===== config.mk =====
export PLATFORM = sky130hd
export DESIGN_NAME = nibble_serial_add_ctrl
export DESIGN_NICKNAME = d
export VERILOG_FILES = /design/src/rtl/nibble_serial_add_ctrl.sv
export SDC_FILE = /design/constraint.sdc
export NUM_CORES = 1
export LEC_CHECK = 0
export ABC_AREA = 0
export BUFFER_PORTS_ARGS = -buffer_cell sky130_fd_sc_hd__buf_2
export CORE_ASPECT_RATIO = 0.8
export CORE_MARGIN = 8
export CORE_UTILIZATION = 45
export CTS_CLUSTER_SIZE = 12
export DETAILED_ROUTE_END_ITERATION = 7
export GPL_TIMING_DRIVEN = 1
export PLACE_DENSITY = 0.76
export SETUP_SLACK_MARGIN = 0.02
export SLEW_MARGIN = 10
export SYNTH_ARGS = -nofsm -noshare
export SYNTH_HDL_FRONTEND = slang
export SYNTH_HIERARCHICAL = 1
export SYNTH_SLANG_ARGS = --single-unit
export TNS_END_PERCENT = 30

===== constraint.sdc =====
create_clock -name clk_in -period 4.8 [get_ports clk_in]
set_input_delay 0.96 -clock clk_in [delete_from_list [all_inputs] [get_ports clk_in]]
set_output_delay 0.96 -clock clk_in [all_outputs]
set_load 0.01 [all_outputs]

===== src/rtl/nibble_serial_add_ctrl.sv =====
// Wide two's-complement adder that time-multiplexes one 4-bit adder, LS nibble first.
// Define NSA_SUBTRACT_EN to add the sub_in port and A-B support.
module twos_comp_adder (
   input  logic [3:0] a_i,
   input  logic [3:0] b_i,
   input  logic       cin_i,
   output logic [3:0] sum_o,
   output logic       cout_o,
   output logic       overflow_o,
   output logic       negative_o
);
   logic [4:0] full_s;
   logic [3:0] low_s;
   logic       ovf_s;

   // The carry into bit 3 comes from a 3-bit partial sum and is compared with the carry out.
   always_comb begin
      full_s     = {1'b0, a_i} + {1'b0, b_i} + {4'b0000, cin_i};
      low_s      = {1'b0, a_i[2:0]} + {1'b0, b_i[2:0]} + {3'b000, cin_i};
      ovf_s      = low_s[3] ^ full_s[4];
      sum_o      = full_s[3:0];
      cout_o     = full_s[4];
      overflow_o = ovf_s;
      negative_o = full_s[3] ^ ovf_s;
   end
endmodule

module nibble_serial_add_ctrl #(
   parameter int NIBBLES = 4
) (
   input  logic                 clk_in,
   input  logic                 rst_n_in,
   input  logic                 start_in,
   input  logic [4*NIBBLES-1:0] a_in,
   input  logic [4*NIBBLES-1:0] b_in,
   input  logic                 carry_in,
`ifdef NSA_SUBTRACT_EN
   input  logic                 sub_in,
`endif
   output logic                 ready_out,
   output logic                 busy_out,
   output logic                 done_out,
   output logic [4*NIBBLES-1:0] sum_out,
   output logic                 carry_out,
   output logic                 overflow,
   output logic                 negative,
   output logic                 zero
);
   localparam int W  = 4 * NIBBLES;
   localparam int IW = $clog2(NIBBLES);
   localparam logic [IW-1:0] LAST_IDX = IW'(NIBBLES - 1);

   typedef enum logic [1:0] {
      ST_IDLE = 2'b00,
      ST_RUN  = 2'b01,
      ST_DONE = 2'b10
   } state_t;

   state_t        state_q;
   logic [W-1:0]  a_q;
   logic [W-1:0]  b_q;
   logic [W-1:0]  sum_q;
   logic [W-1:0]  sum_d;
   logic [IW-1:0] idx_q;
   logic          carry_q;
   logic          ready_q;
   logic          busy_q;
   logic          done_q;
   logic          cout_q;
   logic          ovf_q;
   logic          neg_q;
   logic          zero_q;

   logic [W-1:0]  b_load_s;
   logic          cin_load_s;
   logic [3:0]    a_slice_s;
   logic [3:0]    b_slice_s;
   logic [3:0]    add_sum_s;
   logic          add_cout_s;
   logic          add_ovf_s;
   logic          add_neg_s;

   // Operand B and the initial carry as they are latched on accept.
   always_comb begin
      b_load_s   = b_in;
      cin_load_s = carry_in;
`ifdef NSA_SUBTRACT_EN
      if (sub_in) begin
         b_load_s   = ~b_in;
         cin_load_s = 1'b1;
      end else begin
         b_load_s   = b_in;
         cin_load_s = carry_in;
      end
`endif
   end

   // Slice selection for the current nibble and the word as it will look after this write.
   always_comb begin
      a_slice_s = a_q[{idx_q, 2'b00} +: 4];
      b_slice_s = b_q[{idx_q, 2'b00} +: 4];
      sum_d     = sum_q;
      sum_d[{idx_q, 2'b00} +: 4] = add_sum_s;
   end

   twos_comp_adder u_adder (
      .a_i        (a_slice_s),
      .b_i        (b_slice_s),
      .cin_i      (carry_q),
      .sum_o      (add_sum_s),
      .cout_o     (add_cout_s),
      .overflow_o (add_ovf_s),
      .negative_o (add_neg_s)
   );

   // Sequencer state, operand latches and all registered outputs.
   always_ff @(posedge clk_in) begin
      if (!rst_n_in) begin
         state_q <= ST_IDLE;
         a_q     <= '0;
         b_q     <= '0;
         sum_q   <= '0;
         idx_q   <= '0;
         carry_q <= 1'b0;
         ready_q <= 1'b1;
         busy_q  <= 1'b0;
         done_q  <= 1'b0;
         cout_q  <= 1'b0;
         ovf_q   <= 1'b0;
         neg_q   <= 1'b0;
         zero_q  <= 1'b0;
      end else begin
         case (state_q)
            ST_IDLE: begin
               done_q <= 1'b0;
               if (start_in) begin
                  a_q     <= a_in;
                  b_q     <= b_load_s;
                  carry_q <= cin_load_s;
                  idx_q   <= '0;
                  zero_q  <= 1'b0;
                  ready_q <= 1'b0;
                  busy_q  <= 1'b1;
                  state_q <= ST_RUN;
               end else begin
                  ready_q <= 1'b1;
                  busy_q  <= 1'b0;
                  state_q <= ST_IDLE;
               end
            end
            ST_RUN: begin
               sum_q   <= sum_d;
               carry_q <= add_cout_s;
               if (idx_q == LAST_IDX) begin
                  // Only the top nibble's flags describe the whole word.
                  cout_q  <= add_cout_s;
                  ovf_q   <= add_ovf_s;
                  neg_q   <= add_neg_s;
                  zero_q  <= (sum_d == '0);
                  done_q  <= 1'b1;
                  busy_q  <= 1'b0;
                  state_q <= ST_DONE;
               end else begin
                  idx_q   <= idx_q + 1'b1;
                  state_q <= ST_RUN;
               end
            end
            ST_DONE: begin
               done_q  <= 1'b0;
               ready_q <= 1'b1;
               busy_q  <= 1'b0;
               state_q <= ST_IDLE;
            end
            default: begin
               done_q  <= 1'b0;
               ready_q <= 1'b1;
               busy_q  <= 1'b0;
               state_q <= ST_IDLE;
            end
         endcase
      end
   end

   assign ready_out = ready_q;
   assign busy_out  = busy_q;
   assign done_out  = done_q;
   assign sum_out   = sum_q;
   assign carry_out = cout_q;
   assign overflow  = ovf_q;
   assign negative  = neg_q;
   assign zero      = zero_q;
endmodule


==> impl_metrics.py, run 1 <==
metrics = {
    "hold_path": {
        "min_from": "a_q[9]",
        "min_path_type": "reg -> reg",
        "hold_depth": 2,
    },
    "timing": {
        "hold_violations": 0,
        "rsz0062_at_grt": "false",
        "post-route-period-util": 0.6163,
        "fmax_ghz": 0.3380,
        "worst_pin_slew_ps": 1125,
        "finalSetupViolCount": 0,
        "drv_slew": 0,
        "tns_ps": 0,
        "finalCriticalPeriod_ps": 2958,
        "skew_ps": 10.76,
        "max_slew_margin": 0.2484,
    },
    "clock_tree": {
        "cts_tree": "done",
        "post-cts-setup-buffer-count": 0,
        "ctsHtreeMaxLevel": 3,
        "cts_buffer_depth": 2,
        "cts.sinks": 60,
        "cts_root_buffer": "clkbuf_8",
        "cts_resized": 0,
        "cts_made_buffers": 9,
        "cts_hold_buf": 0,
        "clkSlewWorstSetupHoldPaths_ps": 60,
        "clk_latency_ps": 350,
    },
    "setup_path": {
        "crit_path_start_kind": "flip-flop",
        "startpoint": "idx_q[0]",
        "end_kind": "flip-flop",
        "path_class": "reg -> reg",
        "r2r_start": "idx_q[0]",
        "cp.arrival_ps": 3180,
        "path_max_fanout": 15,
        "worstPathRequired_ps": 5020,
        "ff2ff_path_depth": 8,
    },
    "grt": {
        "antenna_found_initial": 0,
        "met3_usage": 0.06227,
        "grtUsageTotal": 0.1575,
        "grt_use_met2": 0.2424,
        "grt_busiest_layer": "met2",
        "grt_pass1_wl_um": 11390,
        "use_met1": 0.1916,
        "grt_pass1_vias": 2391,
        "overflow": 0,
        "grt_max_degree": 56,
    },
    "logic_synthesis": {
        "synthCells": 317,
        "synthArstFlopShare": 0,
        "synth_ff_type": "dfxtp_1",
        "mappedNetlistArea_sq_um": 2801,
        "synth_most_common_cell": "nand2_1",
        "synth_area_leaders": "dfxtp_1, nand2_1, a21boi_0, mux4_2, a21boi_1",
        "ys_seq_area_frac": 0.4288,
        "yosys.area.top_type": "dfxtp_1",
        "yosysTopAreaCellShare": 0.4288,
        "synth_nets": 363,
        "synth.distinct_cells": 38,
        "synth-edff-count": 0,
        "avgSynthCellArea_sq_um": 8.837,
        "synth_warnings": 6,
        "synth_commonest_cells": "nand2_1, dfxtp_1, a21boi_0",
        "ys_seq_elements": 60,
    },
    "route": {
        "finalWirelength_um": 6570,
        "antenna_left": 0,
        "vias": 2322,
        "vias_per_cell": 5.092,
        "drc": 0,
        "drtIter0Drc": 123,
        "wire_per_inst_um": 14.41,
        "first_pass_iters": 5,
    },
    "finish": {
        "fin_cells": 456,
        "post-route-util": 0.5541,
        "layout-drive-gt1-share": 0.2347,
        "diodes": 0,
        "nets": 416,
        "area_delta_synth_final_pct": 18.18,
    },
    "placement": {
        "dp_hpwl_um": 4794,
        "gp_congestion": 0.8665,
        "place.port_buffers": 58,
        "placed_cells": 440,
    },
    "power": {
        "power_density_nw_per_um2": 337.4,
        "ir_drop_uv": 135.1,
        "power.leakage_uw": 0.001348,
        "finalPower_uw": 1117,
    },
    "die": {
        "die_area_sq_um": 9022,
        "initial_core_util": 0.4689,
        "die-width_um": 104.2,
        "die_h_um": 86.57,
        "core_area_sq_um": 5974,
        "io_pins": 59,
        "row_count": 25,
    },
    "run": {
        "cap_violations": 0,
    },
    "status": {
        "status": "complete, no violations",
    },
}
[path summary, 6_finish.rpt]
kind | endpoint | slack (ps)
max reg2reg | zero | 1840
min | a_q[9] | 460
max | zero | 1840
min reg2reg | a_q[9] | 460
[flip-flops by register name, indices dropped and copies added (netlist names)]
signal and flops:
a_q 16, b_q 16, done_out 1, state_q 2, zero 1, negative 1, carry_out 1, ready_out 1
busy_out 1, sum_out 16, idx_q 2, overflow 1, carry_q 1
[layout by cell type, fill, tap and decap left out, types with 3 or more instances in the layout]
master	count
buf_2	58
ha_1	8
o22ai_1	3
nor4_1	3
inv_1	13
a22o_1	4
dfxtp_1	60
nand3_1	10
clkbuf_8	9
and2_1	4
nor2b_1	7
clkinv_2	3
nand2_1	90
mux4_2	8
a22oi_1	5
a21boi_0	31
a21boi_1	15
nor2_1	11
[area by class of cell]
type,count,area [sq um]
inverter,13,48.80
sequential,60,1201
multi-input combinational,227,1478
clock inverter,5,52.55
fill,555,2664
tap,81,101.3
clock buffer,11,131.4
timing repair buffer,59,297.8
[through the flow]
stage	worst slack [ps]	hold slack [ps]	instance area (sq um)
after floorplan	2236	431.9	2801
final	1842	456.4	3311
after CTS	1832	455.7	3311
after global routing	1561	483.7	3311
after detailed placement	1852	446.8	3127
after global placement	1948	444.9	3127
[where the power goes]
| part | internal, uW | leakage [uW] | switching [uW] |
|---|---|---|---|
| Sequential | 520 | 0.000489 | 16.7 |
| Combinational | 61.4 | 0.000765 | 87.1 |
| Clock | 237 | 0.0000931 | 195 |
[critical path: stages (launching register included)]
cell	delay, ps
dfxtp_1	780
mux4_2	590
ha_1	380
a21oi_1	200
nand2_1	120
xor2_1	430
a21oi_1	130
nor2_1	130
o21ai_1	80
[logic make-up after synthesis]
logic type / Yosys count / synth area share
adders and majority gates: 10 / 0.05002
muxes: 9 / 0.06789
buffers and inverters: 30 / 0.04377
DFF: 60 / 0.4288
and+or+nand+nor: 136 / 0.2166
xor gates and xnor gates: 3 / 0.009381
AOI/OAI and AO/OA: 69 / 0.1836
[routing by layer]
metal,share of wire,routed length (um)
met4,0.017,110
met5,0,0
met3,0.060,391
met2,0.45,2954
met1,0.47,3114
No activity file was read; power rests on OpenSTA's default activity.
==> run 2, diff against run 1 <==
--- a/config.mk
+++ b/config.mk
@@ -5,7 +5,7 @@
 export SDC_FILE = /design/constraint.sdc
 export NUM_CORES = 1
 export LEC_CHECK = 0
-export ABC_AREA = 0
+export ABC_AREA = 1
 export BUFFER_PORTS_ARGS = -buffer_cell sky130_fd_sc_hd__buf_2
 export CORE_ASPECT_RATIO = 0.8
 export CORE_MARGIN = 8
@@ -13,7 +13,7 @@
 export CTS_CLUSTER_SIZE = 12
 export DETAILED_ROUTE_END_ITERATION = 7
 export GPL_TIMING_DRIVEN = 1
-export PLACE_DENSITY = 0.76
+export PLACE_DENSITY = 0.78
 export SETUP_SLACK_MARGIN = 0.02
 export SLEW_MARGIN = 10
 export SYNTH_ARGS = -nofsm -noshare
==> constraint.sdc (replaced) <==
create_clock -name clk_in -period 2.6 [get_ports clk_in]
set_input_delay 0.52 -clock clk_in [delete_from_list [all_inputs] [get_ports clk_in]]
set_output_delay 0.52 -clock clk_in [all_outputs]
set_load 0.01 [all_outputs]
==> impl_metrics.py, run 2 <==
metrics = {
    "status": {
        "status": "complete, no violations",
    },
    "placement": {
        "dpl-instance-area_sq_um": 3376,
        "gp_congestion": 0.9171,
        "place.port_buffers": 58,
        "dp_hpwl_um": 5785,
        "post-place-ws_ps": 18.94,
    },
    "hold_path": {
        "hold_depth": 3,
        "hold_end": "a_q[2]",
        "min_path_type": "in -> reg",
        "min_from": "a_in[2]",
    },
    "setup_path": {
        "r2r-end": "zero",
        "path_class": "reg -> reg",
        "ff2ff_path_depth": 14,
        "worstPathRequired_ps": 2880,
        "r2r_start": "idx_q[0]",
        "end_kind": "flip-flop",
        "path_max_fanout": 12,
        "cp.arrival_ps": 2840,
        "path_cells": "inv_6, nor2_1, o22ai_1, inv_1, fa_2, fa_2, inv_1, nand3_1, nor2_1, nor2_1, nand3_1, nor2_1, nand2_1, a21oi_2",
        "crit_path_frequent_cell": "nor2_1",
        "crit_path_start_kind": "flip-flop",
        "reg2reg_slack_ps": 40,
        "cp_slowest_cell": "fa_2",
        "critPathMaxStageDelay_ps": 520,
    },
    "timing": {
        "worst_pin_slew_ps": 497.8,
        "finalSetupViolCount": 0,
        "fmax_ghz": 0.3901,
        "hold_violations": 0,
        "rsz0062_at_grt": "true",
        "tns_ps": 0,
        "timing.hold.ws_ps": 390.9,
        "drv_slew": 0,
        "max_slew_margin": 0.6678,
        "skew_ps": 8.316,
        "post-route-period-util": 0.9859,
        "finalCriticalPeriod_ps": 2563,
        "setup_ws_ps": 36.62,
    },
    "finish": {
        "area_delta_synth_final_pct": 22.92,
        "nets": 550,
        "most-common-layout-cells": "nor2_1, o21ai_0, dfxtp_1, buf_2, nand2_1",
        "final_common_cell": "nor2_1",
        "diodes": 0,
        "layout-drive-gt1-share": 0.2102,
        "final_area_sq_um": 3657,
    },
    "clock_tree": {
        "clk_latency_ps": 350,
        "cts_root_buffer": "clkbuf_8",
        "cts_tree": "done",
        "clkSlewWorstSetupHoldPaths_ps": 70,
        "cts_made_buffers": 9,
        "ctsHtreeMaxLevel": 3,
        "cts_buffer_depth": 2,
        "cts.sinks": 60,
    },
    "power": {
        "ir_drop_uv": 401.8,
        "finalPower_uw": 2692,
        "power_density_nw_per_um2": 736.1,
        "power.leakage_uw": 0.001845,
    },
    "grt": {
        "antenna_found_initial": 0,
        "grtUsageTotal": 0.1695,
        "grt_pass1_wl_um": 12800,
        "grt_max_degree": 34,
        "grt_pass1_vias": 2808,
        "overflow": 0,
    },
    "logic_synthesis": {
        "ys_seq_area_frac": 0.4037,
        "synth_warnings": 6,
        "yosysTopAreaCellShare": 0.4037,
        "synth_most_common_cell": "nor2_1",
        "yosys.area.top_type": "dfxtp_1",
        "avgSynthCellArea_sq_um": 6.747,
        "mappedNetlistArea_sq_um": 2975,
        "synth_area_leaders": "dfxtp_1, nor2_1, o21ai_0, nand2_1, inv_1",
        "synthCells": 441,
        "synth.distinct_cells": 28,
        "synth_nets": 487,
        "synth_ff_type": "dfxtp_1",
        "synth-edff-count": 0,
        "ys_seq_elements": 60,
        "synthArstFlopShare": 0,
        "synth_commonest_cells": "nor2_1, o21ai_0, dfxtp_1",
    },
    "route": {
        "antenna_left": 0,
        "drtIter0Drc": 218,
        "vias_per_cell": 5.091,
        "vias": 3019,
        "first_pass_iters": 5,
        "finalWirelength_um": 7674,
        "drc": 0,
        "wire_per_inst_um": 12.94,
    },
    "die": {
        "initial_core_util": 0.4643,
        "io_pins": 59,
        "die_h_um": 88.73,
        "die-width_um": 106.9,
        "core_area_sq_um": 6409,
        "row_count": 26,
        "die_area_sq_um": 9486,
    },
    "run": {
        "cap_violations": 0,
    },
}
[run 2: worst max-delay path: cells and delay by family (launching register included)]
kind	cells	cell delay [ps]
AO/OA/AOI/OAI	2	270
buffers and inverters	3	230
adder cells (fa/ha/maj)	2	930
flip-flops	1	390
AND/OR/NAND/NOR	7	660
[run 2: kinds of logic (layout without fill, tap and decap cells)]
kind of cell             after synthesis  in the layout  synth area share
AO/OA/AOI/OAI                         89             89            0.1606
adder cells (fa/ha/maj)               10             10           0.04710
AND/OR/NAND/NOR                      217            217            0.3003
XOR/XNOR                               1              1          0.002944
flip-flops                            60             60            0.4037
buffers and inverters                 64            132           0.08536
[run 2: layout make-up]
cell class              instances  area (sq um)
clock inverters                 4         95.09
multi-input cells             317          1535
repair buffers                 70         380.4
well taps                      84         105.1
inverters                      46         180.2
flip-flops and latches         60          1206
fillers                       587          2751
clock buffers                  12         155.1
[run 2: per-layer routing]
| metal | share of wire | vias to the layer above | track usage |
|---|---|---|---|
| li1 | - | 1533 | - |
| met1 | 0.48 | 1348 | 0.2177 |
| met2 | 0.42 | 128 | 0.2507 |
| met3 | 0.082 | 10 | 0.06550 |
| met4 | 0.013 | 0 | 0.06369 |
| met5 | 0 | - | 0 |
[run 2: report_power, final]
part	switching, uW	leakage, uW	internal, uW
Sequential	46.3	0.000495	988
Clock	358	0.000127	688
Combinational	380	0.00122	233
Total	784	0.00184	1910
[run 2: how the worst max path moves through the flow]
stage	startpoint	end	slack, ps	cells past startpoint
final	idx_q[0]	zero	40	14
after global routing	idx_q[0]	zero	-110	14
after CTS	idx_q[0]	zero	40	14
after detailed placement	idx_q[0]	zero	20	14
after global placement	idx_q[1]	zero	120	16
after floorplan	idx_q[0]	zero	40	16
[run 2: timing repair]
action                                 in CTS  in global routing
pin swaps                                   0                  2
setup endpoints to repair                   1                  3
buffers inserted                            2                  1
endpoints found under the hold margin       0                  0
gates resized for setup                     3                  5
hold buffers                                0                  0
[run 2: stage by stage]
step                instances  utilization
floorplan                 441            -
global placement          574       0.5267
detailed placement        574       0.5267
CTS                       592       0.5685
global route              593       0.5707
finish                    593       0.5707
==> run 3, diff against run 2 <==
--- a/config.mk
+++ b/config.mk
@@ -5,7 +5,6 @@
 export SDC_FILE = /design/constraint.sdc
 export NUM_CORES = 1
 export LEC_CHECK = 0
-export ABC_AREA = 1
 export BUFFER_PORTS_ARGS = -buffer_cell sky130_fd_sc_hd__buf_2
 export CORE_ASPECT_RATIO = 0.8
 export CORE_MARGIN = 8
==> impl_metrics.py, run 3 (synthesized netlist as in run 1, its figures left out) <==
metrics = {
    "status": {
        "status": "complete, no violations",
    },
    "clock_tree": {
        "cts_buffer_depth": 2,
        "clkSlewWorstSetupHoldPaths_ps": 70,
        "cts_made_buffers": 9,
        "cts_root_buffer": "clkbuf_8",
        "clk_latency_ps": 340,
        "cts_tree": "done",
        "cts_hold_buf": 0,
        "cts.sinks": 60,
        "post-cts-setup-buffer-count": 0,
        "ctsHtreeMaxLevel": 3,
    },
    "setup_path": {
        "worstPathRequired_ps": 2860,
        "path_class": "reg -> reg",
        "end_kind": "flip-flop",
        "crit_path_start_kind": "flip-flop",
        "critical_path.top_delay_family": "adder cells",
        "path_max_fanout": 4,
        "path_cells": "mux4_2, inv_1, fa_1, fa_1, nand2b_1, a21oi_4, xor2_1, nand3_1, a21boi_0",
        "cp.arrival_ps": 2760,
        "critPathMaxStageDelay_ps": 460,
        "critical_path_buf_inv_count": 1,
        "crit_path_frequent_cell": "fa_1",
        "cp_slowest_cell": "fa_1",
    },
    "finish": {
        "nets": 424,
        "final_common_cell": "nand2_1",
        "layout-drive-gt1-share": 0.2585,
        "area_delta_synth_final_pct": 22.91,
        "diodes": 0,
        "post-route-util": 0.5763,
        "most-common-layout-cells": "nand2_1, dfxtp_1, buf_2, a21boi_0, a21boi_1",
    },
    "die": {
        "die-width_um": 104.2,
        "initial_core_util": 0.4689,
        "die_area_sq_um": 9022,
        "core_area_sq_um": 5974,
        "row_count": 25,
        "io_pins": 59,
        "die_h_um": 86.57,
    },
    "grt": {
        "grt_pass1_vias": 2322,
        "grt_pass1_wl_um": 10920,
        "grt_max_degree": 37,
        "grtUsageTotal": 0.1504,
        "antenna_found_initial": 0,
        "overflow": 0,
    },
    "timing": {
        "fmax_ghz": 0.4010,
        "max_slew_margin": 0.7210,
        "worst_pin_slew_ps": 418.5,
        "tns_ps": 0,
        "post-route-period-util": 0.9591,
        "finalCriticalPeriod_ps": 2494,
        "skew_ps": 6.935,
        "finalSetupViolCount": 0,
        "drv_slew": 0,
        "rsz0062_at_grt": "true",
        "hold_violations": 0,
    },
    "route": {
        "wire_per_inst_um": 13.70,
        "first_pass_iters": 5,
        "drtIter0Drc": 145,
        "vias": 2319,
        "vias_per_cell": 4.998,
        "finalWirelength_um": 6356,
        "antenna_left": 0,
        "drc": 0,
    },
    "placement": {
        "gp_congestion": 0.8843,
        "place.port_buffers": 58,
        "dp_hpwl_um": 4825,
    },
    "power": {
        "finalPower_uw": 2325,
        "ir_drop_uv": 395.8,
        "power_density_nw_per_um2": 675.4,
        "power.leakage_uw": 0.001424,
    },
    "run": {
        "cap_violations": 0,
    },
    "hold_path": {
        "min_path_type": "in -> reg",
    },
}
## run 3: cell types whose count changed in the layout (fill, tap and decap cells not counted), moves of 7 or more
cell,previous run,this run
a21boi_1,0,15
nor2_1,128,11
a21boi_0,0,31
nand3_1,23,10
o21ai_0,62,2
mux4_2,0,8
nor2b_1,0,7
inv_1,41,13
nand2_1,54,90
## run 3: final cells by class
class                   instances  area (sq um)
flip-flops and latches         60          1204
well taps                      81         101.3
inverters                      13         48.80
clock inverters                 4         95.09
repair buffers                 67         361.6
fillers                       548          2531
clock buffers                  12         155.1
multi-input cells             227          1478
## run 3: repair_timing
action	in CTS	in global routing
hold endpoints to repair	0	0
setup endpoints to repair	0	3
gates resized for setup	0	3
## run 3: worst paths after layout
kind / startpoint / to / slack [ps] / cells past startpoint
worst max-delay path: idx_q[0] / overflow / 110 / 9
worst min-delay path: a_in[13] / a_q[13] / 410 / 3
worst max register to register: idx_q[0] / overflow / 110 / 9
worst min register to register: carry_out / carry_out / 460 / 2
## run 3: stage by stage
step / instance area, sq um / hold slack (ps) / setup slack [ps] / cells
5_1_grt: 3443 / 403.6 / -13.13 / 464
6_report: 3443 / 412.3 / 106.3 / 464
2_1_floorplan: 2801 / 431.9 / 36.24 / 317
4_1_cts: 3437 / 400.6 / 99.02 / 464
3_3_place_gp: 3187 / 446.2 / 221.9 / 448
3_5_place_dp: 3187 / 455.0 / 131.8 / 448
## run 3: worst register-to-register path: stages, from the launching register on
cell,delay [ps]
dfxtp_2,350
mux4_2,340
inv_1,60
fa_1,460
fa_1,420
nand2b_1,220
a21oi_4,170
xor2_1,160
nand3_1,80
a21boi_0,160
## run 3: power by group
group	switching (uW)	internal [uW]	leakage, uW
Sequential	25.4	960	0.000490
Clock	360	688	0.000127
Combinational	164	129	0.000807
Total	549	1780	0.00142
## run 3: per-layer routing
layer | vias up | part of all wire | track usage
met2 | 65 | 0.43 | 0.2250
met5 | - | 0 | 0
li1 | 1192 | - | -
met3 | 8 | 0.078 | 0.06523
met1 | 1054 | 0.48 | 0.1881
met4 | 0 | 0.013 | 0.05505
